[config.mk]
export PLATFORM = sky130hd
export DESIGN_NAME = seq_alu
export DESIGN_NICKNAME = d
export VERILOG_FILES = /design/src/rtl/seq_alu_pkg.sv /design/src/rtl/seq_alu_btn_debounce.sv /design/src/rtl/seq_alu.sv
export SDC_FILE = /design/constraint.sdc
export NUM_CORES = 1
export LEC_CHECK = 0
export CORE_ASPECT_RATIO = 2
export CORE_MARGIN = 3
export CORE_UTILIZATION = 40
export DETAILED_ROUTE_END_ITERATION = 8
export DONT_BUFFER_PORTS = 1
export SYNTH_ARGS = -nofsm -noshare
export SYNTH_HDL_FRONTEND = slang
export SYNTH_HIERARCHICAL = 1
export SYNTH_SLANG_ARGS = --single-unit
[constraint.sdc]
create_clock -name clk -period 2.5 [get_ports clk]
set_clock_uncertainty 0.15 [all_clocks]
set_input_delay 0.625 -clock clk [delete_from_list [all_inputs] [get_ports clk]]
set_output_delay 0.625 -clock clk [all_outputs]
set_load 0.05 [all_outputs]
[src/rtl/seq_alu_pkg.sv]
// Shared types and constants for the sequential button ALU.
package seq_alu_pkg;

    typedef enum logic [2:0] {
        OP_ADD,
        OP_XOR,
        OP_SLT,
        OP_SRA,
        OP_SUB
    } op_t;

    typedef enum logic {
        IDLE,
        EXEC
    } state_t;

    localparam int FLAG_N = 3;
    localparam int FLAG_Z = 2;
    localparam int FLAG_C = 1;
    localparam int FLAG_V = 0;

endpackage

[src/rtl/seq_alu_btn_debounce.sv]
// One button: 2-flop synchroniser, stability counter, and one-cycle pulse on each accepted press.
module btn_debounce #(
    parameter int DEBOUNCE_CYCLES = 1_000_000
) (
    input  logic clk,
    input  logic rst_n,
    input  logic btn_raw,
    output logic press
);

    localparam int CNT_W = (DEBOUNCE_CYCLES > 1) ? $clog2(DEBOUNCE_CYCLES) : 1;
    localparam logic [CNT_W-1:0] CNT_LAST = CNT_W'(DEBOUNCE_CYCLES - 1);

    logic             sync1_q, sync2_q;
    logic             stable_q, stable_d;
    logic             press_q, press_d;
    logic [CNT_W-1:0] cnt_q, cnt_d;

    // Any return to the stable level restarts the count, so short glitches never flip it.
    always_comb begin
        stable_d = stable_q;
        cnt_d    = '0;
        if (sync2_q != stable_q) begin
            if (cnt_q == CNT_LAST) begin
                stable_d = sync2_q;
            end else begin
                cnt_d = cnt_q + CNT_W'(1);
            end
        end
        press_d = stable_d & ~stable_q;
    end

    always_ff @(posedge clk or negedge rst_n) begin
        if (!rst_n) begin
            sync1_q  <= 1'b0;
            sync2_q  <= 1'b0;
            stable_q <= 1'b0;
            cnt_q    <= '0;
            press_q  <= 1'b0;
        end else begin
            sync1_q  <= btn_raw;
            sync2_q  <= sync1_q;
            stable_q <= stable_d;
            cnt_q    <= cnt_d;
            press_q  <= press_d;
        end
    end

    assign press = press_q;

endmodule

[src/rtl/seq_alu.sv]
// Registered button ALU: five debounced buttons select an op, result and NZCV flags drive the LEDs.
module seq_alu
    import seq_alu_pkg::*;
#(
    parameter int WIDTH           = 8,
    parameter int DEBOUNCE_CYCLES = 1_000_000,
    parameter int SHIFT_AMT       = 2
) (
    input  logic                    clk,
    input  logic                    rst_n,
    input  logic signed [WIDTH-1:0] a,
    input  logic signed [WIDTH-1:0] b,
    input  logic                    acc_mode,
    input  logic                    btnU,
    input  logic                    btnL,
    input  logic                    btnC,
    input  logic                    btnR,
    input  logic                    btnD,
    output logic        [WIDTH-1:0] led,
    output logic              [3:0] flags,
    output logic                    result_valid
);

    logic [4:0] btn_raw;
    logic [4:0] press;

    assign btn_raw = {btnU, btnL, btnC, btnR, btnD};

    for (genvar i = 0; i < 5; i++) begin : g_btn
        btn_debounce #(.DEBOUNCE_CYCLES(DEBOUNCE_CYCLES)) u_btn (
            .clk    (clk),
            .rst_n  (rst_n),
            .btn_raw(btn_raw[i]),
            .press  (press[i])
        );
    end

    state_t                  state_q, state_d;
    op_t                     op_q, op_d, sel_op;
    logic signed [WIDTH-1:0] opa_q, opa_d, opb_q, opb_d;
    logic signed [WIDTH-1:0] led_q, led_d;
    logic              [3:0] flags_q, flags_d;
    logic                    valid_q, valid_d;

    logic signed [WIDTH-1:0] res;
    logic          [WIDTH:0] sum_u;
    logic                    c_flag, v_flag;
    logic              [3:0] alu_flags;

    // Fixed priority U > L > C > R > D; losers in the same cycle are simply dropped.
    always_comb begin
        if (press[4])      sel_op = OP_ADD;
        else if (press[3]) sel_op = OP_XOR;
        else if (press[2]) sel_op = OP_SLT;
        else if (press[1]) sel_op = OP_SRA;
        else               sel_op = OP_SUB;
    end

    always_comb begin
        res    = '0;
        sum_u  = '0;
        c_flag = 1'b0;
        v_flag = 1'b0;
        case (op_q)
            OP_ADD: begin
                sum_u  = {1'b0, opa_q} + {1'b0, opb_q};
                res    = sum_u[WIDTH-1:0];
                c_flag = sum_u[WIDTH];
                v_flag = (opa_q[WIDTH-1] == opb_q[WIDTH-1]) && (res[WIDTH-1] != opa_q[WIDTH-1]);
            end
            OP_XOR: res = opa_q ^ opb_q;
            OP_SLT: res = (opa_q < opb_q) ? WIDTH'(1) : '0;
            OP_SRA: res = opb_q >>> SHIFT_AMT;
            OP_SUB: begin
                res    = opa_q - opb_q;
                c_flag = $unsigned(opa_q) < $unsigned(opb_q);
                v_flag = (opa_q[WIDTH-1] != opb_q[WIDTH-1]) && (res[WIDTH-1] != opa_q[WIDTH-1]);
            end
            default: res = '0;
        endcase
        alu_flags         = '0;
        alu_flags[FLAG_N] = res[WIDTH-1];
        alu_flags[FLAG_Z] = (res == '0);
        alu_flags[FLAG_C] = c_flag;
        alu_flags[FLAG_V] = v_flag;
    end

    always_comb begin
        state_d = state_q;
        op_d    = op_q;
        opa_d   = opa_q;
        opb_d   = opb_q;
        led_d   = led_q;
        flags_d = flags_q;
        valid_d = 1'b0;
        case (state_q)
            IDLE: begin
                if (|press) begin
                    op_d    = sel_op;
                    opa_d   = acc_mode ? led_q : a;
                    opb_d   = b;
                    state_d = EXEC;
                end
            end
            EXEC: begin
                led_d   = res;
                flags_d = alu_flags;
                valid_d = 1'b1;
                state_d = IDLE;
            end
            default: state_d = IDLE;
        endcase
    end

    always_ff @(posedge clk or negedge rst_n) begin
        if (!rst_n) begin
            state_q <= IDLE;
            op_q    <= OP_ADD;
            opa_q   <= '0;
            opb_q   <= '0;
            led_q   <= '0;
            flags_q <= '0;
            valid_q <= 1'b0;
        end else begin
            state_q <= state_d;
            op_q    <= op_d;
            opa_q   <= opa_d;
            opb_q   <= opb_d;
            led_q   <= led_d;
            flags_q <= flags_d;
            valid_q <= valid_d;
        end
    end

    assign led          = led_q;
    assign flags        = flags_q;
    assign result_valid = valid_q;

endmodule

Word-level counts from Yosys, hierarchy flattened. Cells that the tools add are included.

Bits in registers: 153. Latch bits: 0. RAM bits: 0. Memory bits (read-only): 0. Input port bits: 24. Logic and storage cells: 109. Memories: 0.

Add/subtract/negate cells: 7. $mul: 0. Divide/modulo/power cells: 0. Order comparisons: 2. Equal/unequal tests: 18. Shift operators: 0. Mux-type cells: 32. Bitwise logic cells: 12. Reduce and logical (&&, ||, !) cells: 6.

Operator list (count): two-way mux 20 bit (10); adder 20 x 1 -> 20 bit, second input constant (5); == test 20 bit, second input constant (5); case mux 8 bit (5 select lines) (1); < comparator 8 bit (2); two-way mux 1 bit (13); two-way mux 3 bit (4); adder 8 x 8 -> 9 bit (1); logical NOT 8 bit (1); two-way mux 8 bit (1); inequality test 1 bit (8); subtractor 8 bit (1); bitwise XOR 8 bit (1); == test 3 x 2 -> 1 bit, second input constant (2); NOT 1 bit (6); case mux 1 bit (2 select lines) (3); bitwise AND 1 bit (5); OR reduction 5 bit (1); == test 3 x 1 -> 1 bit, second input constant (1); == test 3 bit, second input constant (1); logical NOT 3 bit (1); logical AND 1 bit (2); AND reduction 2 bit (1); == test 1 bit (1).

Logic depth before layout (Yosys ltp). Gate-level depths: netlist (run 1).

Depth after elaboration: 4. Depth in mapped cells: 10. Mapped depth without buffers: 10.

Hierarchy. The synthesis (run 1) kept the hierarchy.

Modules (own cells, without submodules): btn_debounce (times used 5, cells an instance 116, area an instance 1136.1 um2, sequential area each 600.6 um2); seq_alu (times used 1, cells an instance 255, area an instance 2235.9 um2, sequential area each 800.8 um2).

Worst setup path after synthesis (run 1). Ideal clock, no wire load.

Kind: register -> register. Start: register opa_q[0]. End: register flags_q[2], in the netlist flags[2]. Library setup time: 0.122 ns. Arrival: 2.269 ns. Setup slack: -0.041 ns. Stages on the path, launching flop included: 10. Clock period less this slack: 2.541 ns. Cell sequence: dfrtp_1 ha_1 fa_1 nor2b_1 o21bai_1 o311ai_2 xnor2_1 o311ai_0 nor4_1 a32o_1.

Cells in the longest elaborated chain, start to end: 4. Elaborated cells between the ends (all ways): 7. Those cells by class: add/sub: 2; order compare: 1; mux: 2; bitwise: 1; reduce/logical: 1.

RTL lines: start, declared (RTL line seq_alu.sv:40) `logic signed [WIDTH-1:0] opa_q, opa_d, opb_q, opb_d;`; start signal, assigned (RTL line seq_alu.sv:127) `opa_q <= opa_d;`; < comparator 8 bit (RTL line seq_alu.sv:72) `OP_SLT: res = (opa_q < opb_q) ? WIDTH'(1) : '0;`; two-way mux 1 bit (RTL line seq_alu.sv:72); case mux 8 bit (5 select lines) * (RTL line seq_alu.sv:64) `case (op_q)`; logical NOT 8 bit * (RTL line seq_alu.sv:83) `alu_flags[FLAG_Z] = (res == '0);`; end signal, assigned (RTL line seq_alu.sv:130) `flags_q <= flags_d;`; end, declared (RTL line seq_alu.sv:42) `logic [3:0] flags_q, flags_d;`.

Mark *: on every way between the ends. The rest lies on a longest branch, timed or not. A chain may end at the register's enable or synchronous reset.

Final worst setup path (run 1).
Start: register opa_q[3]. End: register flags_q[2], in the netlist flags[2].

Same word-level chain as after synthesis.

==> impl_metrics.tcl, run 1 <==
set metrics [dict create \
    syn_area_per_cell_um2 9.48 \
    synth_fp_nets 882 \
    hpwl_um 13100 \
    yosysUniqueCellTypes 63 \
    drt-total-wl_um 18200 \
    yosys.area.top_type_share_pct 48.0 \
    ios 37 \
    grt_setup_unrepaired "true" \
    stdcell_count 1137 \
    synth_area_leader_cell "dfrtp_1" \
    async_reset_ff_share_pct 100 \
    rows 72 \
    first_iter_violations 179 \
    powerDensity_nw_per_um2 590 \
    final_cell_area_um2 9250 \
    worst-path-max-fanout 2 \
    fmax_mhz 397 \
    die_w_um 105 \
    dp_cells 1100 \
    worstPathRequired_ps 2660 \
    critPathCaptureType "register" \
    drv_cap 0 \
    ys_warn_count 6 \
    cts_made_buffers 17 \
    htreeDepth 4 \
    dr.pass1.iters 4 \
    criticalPathCategory "register to register" \
    setup_violations 1 \
    core_area_um2 19400 \
    synth_area_um2 7920 \
    busiest_layer "met2" \
    diodes 0 \
    vias 6168 \
    finalHoldViolations 152 \
    place.port_buffers 0 \
    netlist_instances 835 \
    synth_seq_cells 152 \
    antenna_left 0 \
    placedInstanceArea_um2 8430 \
    die_h_um 205 \
    crit_path_start_kind "register" \
    clk_pin_slew_ps 60 \
    globalRouteTotalUtil_pct 17.8 \
    p_leak_nw 3.79 \
    tightest_slew_ps 553 \
    finalCriticalPeriod_ps 2520 \
    synth_edf_count 0 \
    grt_start_max_net_pins 153 \
    cts_sinks 152 \
    grt_pass1_wl_um 30900 \
    gr-total-overflow 0 \
    min_period_over_period_pct 101 \
    post_drt_wl_per_cell_um 16.0 \
    met1_usage_pct 16.9 \
    cts-root-buf "clkbuf_16" \
    hold_ws_ps -248 \
    drc 0 \
    clkLatencyLatePin_ps 420 \
    outcome "finished, violations left" \
    place_ws_ps -282 \
    arrival_ps 2670 \
    via_per_inst 5.42 \
    grt_pass1_vias 6457 \
    seq_area_frac_synth_pct 48.0 \
    cts_buffer_depth 2 \
    yosys_most_used_dff "dfrtp_1" \
    antenna_found_initial 0 \
    drv_slew 0 \
    cts_tree "done" \
    maxSlewHeadroom_pct 63.1 \
    dieArea_um2 21600 \
    globalRouteMet3Util_pct 2.78 \
    fill_cells 1840 \
    met2_usage_pct 35.7 \
    finalWorstSetupSlack_ps -17.2 \
    violations "hold timing, setup timing" \
    synth_area_leaders "dfrtp_1, nor2_1, a21oi_1" \
    nets 912 \
    hp-class "input pin to asynchronous set/reset pin" \
    gp_congestion 0.919 \
    area_growth_pct 16.9 \
    start_util_pct 40.9 \
    irDropWorstVdd_uv 405 \
    drive_gt1_share_pct 17.2 \
]
==> final timing paths <==
check | startpoint | to | slack (ps) | cells past startpoint
setup reg to reg | opa_q[3] | flags[2] | -20 | 10
setup / recovery | opa_q[3] | flags[2] | -20 | 10
min in group clk | btnU | g_btn[4].u_btn/sync1_q | 80 | 0
hold / removal | rst_n | result_valid | -250 | 0
hold reg to reg | g_btn[4].u_btn/sync1_q | g_btn[4].u_btn/sync2_q | 200 | 0
max in group asynchronous | rst_n | g_btn[0].u_btn/cnt_q[16] | 2220 | 0
==> synthesized netlist by cell type (4+ instances only) <==
| cell type | count |
|---|---|
| a21oi_1 | 69 |
| and2_1 | 5 |
| and3_1 | 6 |
| and3_2 | 5 |
| and3b_1 | 5 |
| buf_2 | 9 |
| clkbuf_1 | 27 |
| dfrtp_1 | 152 |
| ha_1 | 21 |
| inv_1 | 47 |
| mux2_2 | 9 |
| mux2i_1 | 8 |
| nand2_1 | 39 |
| nand3_1 | 43 |
| nand3_2 | 5 |
| nand4_1 | 15 |
| nor2_1 | 109 |
| nor2b_1 | 4 |
| nor3_1 | 14 |
| nor4_1 | 13 |
| nor4bb_1 | 5 |
| o21ai_0 | 47 |
| o31ai_1 | 15 |
| or2_2 | 6 |
| or3_1 | 11 |
| or3_2 | 15 |
| or4_1 | 25 |
| xnor2_1 | 33 |
| xor2_1 | 27 |
==> cells in the final DEF, fill, tap and decap left out, drive strengths merged, types with 11 or more instances in the layout <==
cell / Yosys / routed
xnor2: 33 / 33
buf: 12 / 50
or3: 26 / 26
nor2: 109 / 109
o31ai: 15 / 15
nor4: 13 / 13
xor2: 27 / 27
clkbuf: 27 / 18
and3: 11 / 11
nand4: 15 / 15
inv: 47 / 49
nor3: 14 / 14
nand3: 48 / 48
a21oi: 69 / 69
nand2: 39 / 39
or4: 25 / 25
o21ai: 47 / 47
dfrtp: 152 / 152
ha: 21 / 21
==> where the power goes <==
part / leakage [nW] / switching (mW) / internal (mW)
combinational: 1.47 / 0.0507 / 0.0354
clock: 0.309 / 1.05 / 1.81
sequential: 2.01 / 0.0285 / 2.49
total: 3.79 / 1.13 / 4.33
==> through the flow <==
| step | TNS, ps | power, mW | hold slack [ps] | utilization, % |
|---|---|---|---|---|
| floorplan | 0 | 2.62 | 179 | - |
| global placement | -507 | 2.65 | 182 | 43.5 |
| detailed placement | -742 | 2.65 | 183 | 43.5 |
| CTS | -135 | 5.54 | -271 | 47.4 |
| global route | -233 | 5.65 | -275 | 47.8 |
| finish | -17.2 | 5.46 | -248 | 47.8 |
==> routing by layer <==
layer / routed length, µm / up-vias
li1: - / 3006
met1: 6430 / 3036
met2: 10800 / 90
met3: 357 / 36
met4: 664 / 0
met5: 0 / -
==> flip-flops by register name, indices dropped and copies added, names as in the netlist <==
name / count
g_btn.u_btn/sync1_q: 5
g_btn.u_btn/press: 5
g_btn.u_btn/stable_q: 5
opb_q: 8
result_valid: 1
led: 8
g_btn.u_btn/cnt_q: 100
op_q: 3
state_q: 1
flags: 3
g_btn.u_btn/sync2_q: 5
opa_q: 8
==> cell type report <==
| type | count | area, µm² | area share [%] |
|---|---|---|---|
| multi-input cells | 596 | 3890 | 42.1 |
| flip-flops and latches | 152 | 3810 | 41.1 |
| clock buffers | 18 | 439 | 4.75 |
| repair buffers | 50 | 388 | 4.19 |
| well taps | 259 | 324 | 3.50 |
| clock inverters | 14 | 220 | 2.38 |
| inverters | 48 | 180 | 1.95 |
==> critical path, stage by stage, from the launching register on <==
cell and delay, ps:
dfrtp_1 390, buf_4 140, ha_1 200, and2b_2 210, a2111o_1 420, buf_4 150
buf_4 130, o21ai_2 110, xor2_1 190, a21oi_2 90, a32o_1 230
==> timing repair <==
action                                  4_1_cts  5_1_grt
endpoints found under the setup margin        5        7
setup buffers                                 3        2
gates resized for setup                      18       10
hold endpoints to repair                    152      152
pin swaps                                    10       10
==> kinds of logic after synthesis <==
family	Yosys count	share of synthesized area [%]
fa+ha+maj	23	3.82
mux	17	2.29
buf+inv	87	4.41
compound gates	168	12.9
xor+xnor	60	6.64
flops	152	48.0
simple gates	328	21.8
No activity file was read; power rests on OpenSTA's default activity.
==> run 2, diff against run 1 <==
--- a/config.mk
+++ b/config.mk
@@ -8,8 +8,11 @@
 export CORE_ASPECT_RATIO = 2
 export CORE_MARGIN = 3
 export CORE_UTILIZATION = 40
+export CTS_BUF_LIST = sky130_fd_sc_hd__clkbuf_4
+export CTS_CLUSTER_SIZE = 14
 export DETAILED_ROUTE_END_ITERATION = 8
 export DONT_BUFFER_PORTS = 1
+export SLEW_MARGIN = 20
 export SYNTH_ARGS = -nofsm -noshare
 export SYNTH_HDL_FRONTEND = slang
 export SYNTH_HIERARCHICAL = 1
==> run 2 against run 1 <==
The flow still finishes with violations (hold timing, setup timing). Core utilization is 1.1 points lower. Worst setup slack got worse by 61 ps. Sequential share of layout area up 0.96 points. Clock-buffer cell count shrank 1. First-iteration DRC count rose by 17%. Routed wire length shrank 0.99%. Clock power is 36% lower. Cell count rose by 0.88%. Maximum frequency shrank 2.4%. Combinational power increased by 16%. Global-route usage fell by 0.20 points. Critical path type unchanged. Largest cell class unchanged. Largest power group is now registers.
==> impl_metrics.tcl, run 2 (synthesis results as in run 1) <==
set metrics [dict create \
    hp-class "input pin to asynchronous set/reset pin" \
    finalCriticalPeriod_ps 2580 \
    via_per_inst 5.39 \
    grt_start_max_net_pins 153 \
    hold_ws_ps -402 \
    path_cells "ha_2, fa_2, nor2b_4, o21bai_4, o311ai_4, xnor2_1, o311ai_2, nor4_2, a32o_1" \
    hpwl_um 13100 \
    crit_path_start_kind "register" \
    slowest_stage "dfrtp_1" \
    largest-register "g_btn.u_btn/cnt_q" \
    cts_made_buffers 17 \
    drv_cap 0 \
    drt-total-wl_um 18000 \
    vias 6178 \
    rows 72 \
    worst-path-max-fanout 3 \
    worstPathRequired_ps 2810 \
    dp_cells 1100 \
    globalRouteTotalUtil_pct 17.6 \
    largest_reg_flops 100 \
    antenna_found_initial 1 \
    stdcell_count 1147 \
    start_util_pct 40.9 \
    grt_pass1_vias 6392 \
    powerDensity_nw_per_um2 490 \
    antenna_left 0 \
    maxSlewHeadroom_pct 63.9 \
    dr.pass1.iters 6 \
    place.port_buffers 0 \
    clk_pin_slew_ps 140 \
    htreeDepth 4 \
    fmax_mhz 388 \
    layout_common_cells "dfrtp_1, nor2_1, a21oi_1" \
    final_common_cell "dfrtp_1" \
    tightest_slew_ps 542 \
    die_w_um 105 \
    grt_setup_unrepaired "true" \
    gp_congestion 0.919 \
    nets 921 \
    die_h_um 205 \
    critPathCaptureType "register" \
    violations "hold timing, setup timing" \
    gr-total-overflow 0 \
    cts_buffer_depth 2 \
    clkLatencyLatePin_ps 550 \
    cp_top_family "compound AO/OA/AOI/OAI gates" \
    irDropWorstVdd_uv 208 \
    first_iter_violations 209 \
    drv_slew 0 \
    cts-root-buf "clkbuf_4" \
    place_ws_ps -282 \
    critPathBufInv 0 \
    setup_violations 1 \
    ff2ff_path_depth 9 \
    area_growth_pct 14.2 \
    cts_hold_buffers 11 \
    core_area_um2 19400 \
    slowest_delay_ps 420 \
    p_leak_nw 3.69 \
    min_period_over_period_pct 103 \
    outcome "finished, violations left" \
    path_depth 9 \
    grt_pass1_wl_um 30500 \
    drc 0 \
    criticalPathCategory "register to register" \
    finalWorstSetupSlack_ps -78.6 \
    ios 37 \
    post_drt_wl_per_cell_um 15.7 \
    dieArea_um2 21600 \
    drive_gt1_share_pct 16.5 \
    finalHoldViolations 152 \
    arrival_ps 2890 \
    fill_cells 1878 \
    cts_sinks 152 \
    cts_tree "done" \
]
run 2: cell count changes in the layout (fill, tap and decap cells not counted), moves of 3 or more:
cell           delta
clkbuf_4         +17
clkbuf_16        -17
dlygate4sd3_1    +11
buf_4             -3
run 2: report_power, final:
group          leakage (nW)  internal (mW)  switching (mW)
clock network         0.172          0.896           0.922
logic                  1.51         0.0468          0.0527
registers              2.01           2.49          0.0282
total                  3.69           3.43            1.00
run 2: final timing paths:
check | startpoint | slack [ps] | end
hold / removal | rst_n | -400 | result_valid
hold reg to reg | g_btn[4].u_btn/sync1_q | 210 | g_btn[4].u_btn/sync2_q
min in group clk | b[1] | 70 | opb_q[1]
setup / recovery | opa_q[0] | -80 | flags[2]
setup reg to reg | opa_q[0] | -80 | flags[2]
max in group asynchronous | rst_n | 2340 | g_btn[0].u_btn/cnt_q[19]
run 2: routing by layer:
| metal | share of wire (%) | vias to the layer above | global-route usage, % |
|---|---|---|---|
| met5 | 0 | - | 0 |
| met3 | 2.1 | 36 | 3.03 |
| met4 | 3.5 | 0 | 8.73 |
| li1 | - | 3025 | - |
| met1 | 35 | 3027 | 16.7 |
| met2 | 59 | 90 | 35.2 |
run 2: cell type report:
class,count,area [µm²],share of cell area [%]
Clock inverter,15,224,2.48
Multi-Input combinational cell,596,3890,43.0
Tap cell,259,324,3.58
Timing Repair Buffer,59,487,5.38
Sequential cell,152,3810,42.1
Antenna cell,1,2.50,0.0277
Clock buffer,17,128,1.41
Inverter,48,180,1.99
run 2: what timing repair did:
action / in CTS / in global routing
resized for setup: 15 / 12
setup buffers: 2 / 1
hold endpoints to repair: 163 / 152
gates cloned: 0 / 0
pin swaps: 10 / 12
endpoints found under the setup margin: 5 / 8
run 2: metrics by stage:
stage          hold WS (ps)  setup TNS, ps  total power [mW]  utilization [%]  area [µm²]
2_1_floorplan           179              0              2.62                -        7920
3_3_place_gp            182           -507              2.65             43.5        8430
3_5_place_dp            183           -742              2.65             43.5        8430
4_1_cts                -472           -149              4.52             46.3        8970
5_1_grt                -482           -354              4.62             46.7        9040
6_report               -402          -78.6              4.43             46.7        9040
==> run 3, diff against run 2 <==
--- a/config.mk
+++ b/config.mk
@@ -5,6 +5,7 @@
 export SDC_FILE = /design/constraint.sdc
 export NUM_CORES = 1
 export LEC_CHECK = 0
+export ABC_AREA = 1
 export CORE_ASPECT_RATIO = 2
 export CORE_MARGIN = 3
 export CORE_UTILIZATION = 40
@@ -15,5 +16,4 @@
 export SLEW_MARGIN = 20
 export SYNTH_ARGS = -nofsm -noshare
 export SYNTH_HDL_FRONTEND = slang
-export SYNTH_HIERARCHICAL = 1
 export SYNTH_SLANG_ARGS = --single-unit
==> run 3 against run 2 <==
The flow finishes with violations (hold timing). Clock power down 25%. Sequential share of layout area is 0.27 points higher. Core utilization fell by 2.0 points. Power down 10%. Sequential power about the same. Clock-buffer cell count unchanged. Non-clock buffer count decreased by 34. Synthesized cell count rose by 24%. Critical path type unchanged. Largest power group unchanged.
==> impl_metrics.tcl, run 3 <==
set metrics [dict create \
    setup_violations 0 \
    arrival_ps 2740 \
    seq_area_frac_synth_pct 46.0 \
    grt_start_max_net_pins 153 \
    largest_reg_flops 100 \
    final_common_cell "nand2_1" \
    antenna_left 0 \
    maxSlewHeadroom_pct 45.1 \
    die_h_um 209 \
    area_growth_pct 8.51 \
    cts_hold_buffers 11 \
    yosys_most_used_dff "dfrtp_1" \
    gp_congestion 0.937 \
    fill_cells 2052 \
    largest-register "g_btn.u_btn.cnt_q" \
    synth_area_leader_cell "dfrtp_1" \
    seq_area_um2 3800 \
    drt-total-wl_um 19200 \
    drc 0 \
    async_reset_ff_share_pct 100 \
    htreeDepth 4 \
    core_area_um2 20100 \
    drv_slew 0 \
    synth_edf_count 0 \
    min_period_over_period_pct 95.4 \
    stdcell_count 1336 \
    cts_made_buffers 17 \
    clkLatencyLatePin_ps 570 \
    crit_path_start_kind "register" \
    synth_seq_cells 152 \
    grt_pass1_wl_um 32600 \
    grt_pass1_vias 7007 \
    synth_area_leaders "dfrtp_1, nand2_1, inv_1" \
    layout_common_cells "nand2_1, dfrtp_1, inv_1" \
    worst-path-max-fanout 3 \
    setup_tns_ps 0 \
    synth_area_um2 8270 \
    synth_fp_nets 1079 \
    clk_pin_slew_ps 140 \
    drv_cap 0 \
    gr-total-overflow 0 \
    powerDensity_nw_per_um2 444 \
    start_util_pct 41.2 \
    finalCriticalPeriod_ps 2380 \
    post-cts-setup-buffer-count 0 \
    violations "hold timing" \
    finalHoldViolations 152 \
    dr.pass1.iters 5 \
    via_per_inst 5.04 \
    antenna_found_initial 2 \
    postCtsResizedCells 0 \
    critPathCaptureType "register" \
    netlist_instances 1032 \
    grt_setup_unrepaired "false" \
    outcome "finished, violations left" \
    ys_top_cells_by_count "nand2_1, dfrtp_1, inv_1" \
    criticalPathCategory "register to register" \
    dieArea_um2 22500 \
    worstPathRequired_ps 2860 \
    yosysMostFrequentCell "nand2_1" \
    hpwl_um 14500 \
    globalRouteTotalUtil_pct 18.2 \
    tightest_slew_ps 823 \
    fmax_mhz 419 \
    p_leak_nw 4.18 \
    die_w_um 108 \
    hp-class "input pin to asynchronous set/reset pin" \
    post_drt_wl_per_cell_um 14.3 \
    cts_tree "done" \
    cts_buffer_depth 2 \
    ios 37 \
    first_iter_violations 242 \
    yosys.area.top_type_share_pct 46.0 \
    nets 1106 \
    place.port_buffers 0 \
    vias 6739 \
    rows 73 \
    dp_cells 1291 \
    yosysUniqueCellTypes 43 \
    ys_warn_count 0 \
    multi_input_area_um2 3810 \
    irDropWorstVdd_uv 247 \
    cts_sinks 152 \
    drive_gt1_share_pct 8.58 \
    cts-root-buf "clkbuf_4" \
    hold_ws_ps -422 \
    syn_area_per_cell_um2 8.02 \
]
## run 3: cell types whose count changed after synthesis, moves of 14 or more
| cell | change |
|---|---|
| nand4_1 | +17 |
| nand3_1 | +20 |
| or3_2 | -15 |
| nor2_1 | +24 |
| a21oi_1 | -25 |
| xnor2_1 | -17 |
| inv_1 | +99 |
| nand2_1 | +166 |
| clkbuf_1 | -25 |
| o31ai_1 | -14 |
| or4_1 | -25 |
## run 3: area by class of cell
| class | count | share of cell area [%] |
|---|---|---|
| Inverter | 152 | 6.36 |
| Sequential cell | 152 | 42.4 |
| Antenna cell | 2 | 0.0557 |
| Tap cell | 262 | 3.65 |
| Clock inverter | 15 | 1.35 |
| Clock buffer | 17 | 1.42 |
| Timing Repair Buffer | 25 | 2.40 |
| Multi-Input combinational cell | 711 | 42.4 |
## run 3: report_power, final
part / internal (mW) / total (mW) / switching, mW / leakage [nW]
logic: 0.0497 / 0.111 / 0.0615 / 2.05
registers: 2.49 / 2.51 / 0.0194 / 2.00
clock network: 0.409 / 1.37 / 0.960 / 0.122
total: 2.94 / 3.99 / 1.04 / 4.18
## run 3: worst paths after layout
path	startpoint	to	slack [ps]	depth (start not counted)
min reg2reg	g_btn[4].u_btn.sync1_q	g_btn[4].u_btn.sync2_q	210	0
max in group asynchronous	rst_n	g_btn[0].u_btn.cnt_q[12]	2390	0
min in group clk	b[4]	opb_q[4]	50	2
max reg2reg	opb_q[0]	flags[2]	120	12
min	rst_n	g_btn[3].u_btn.cnt_q[11]	-420	0
max	opb_q[0]	flags[2]	120	12
## run 3: cell families (layout without fill, tap and decap cells)
logic type	after synthesis	count (layout)	synth area share, %
compound gates	117	117	7.71
flops	152	152	46.0
simple gates	523	523	29.6
other cells	0	2	0
fa+ha+maj	23	23	3.66
xor+xnor	48	48	5.08
buf+inv	169	209	8.02
## run 3: routing by layer
| metal | global-route usage (%) | share of wire, % | up-vias |
|---|---|---|---|
| met5 | 0 | 0 | - |
| met4 | 11.2 | 5.9 | 0 |
| met3 | 3.08 | 2.5 | 61 |
| met2 | 34.4 | 56 | 122 |
| met1 | 17.7 | 36 | 3191 |
| li1 | - | - | 3365 |
## run 3: critical path, cell delays in order, from the launching register on
cell	delay [ps]
dfrtp_1	390
ha_1	270
inv_1	80
fa_1	390
inv_1	120
nand3_1	80
nand3_1	180
o211ai_1	200
nor2_1	150
nand2_1	90
nor2_1	90
nand3_1	80
nand2_1	70
## run 3: stage by stage
| stage | worst slack (ps) | area (µm²) | power, mW | utilization (%) |
|---|---|---|---|---|
| 2_1_floorplan | 588 | 8270 | 2.62 | - |
| 5_1_grt | 11.2 | 8980 | 4.18 | 44.7 |
| 6_report | 116 | 8980 | 3.99 | 44.7 |
| 3_5_place_dp | 172 | 8610 | 2.65 | 42.9 |
| 4_1_cts | 147 | 8970 | 4.07 | 44.7 |
| 3_3_place_gp | 181 | 8610 | 2.65 | 42.9 |
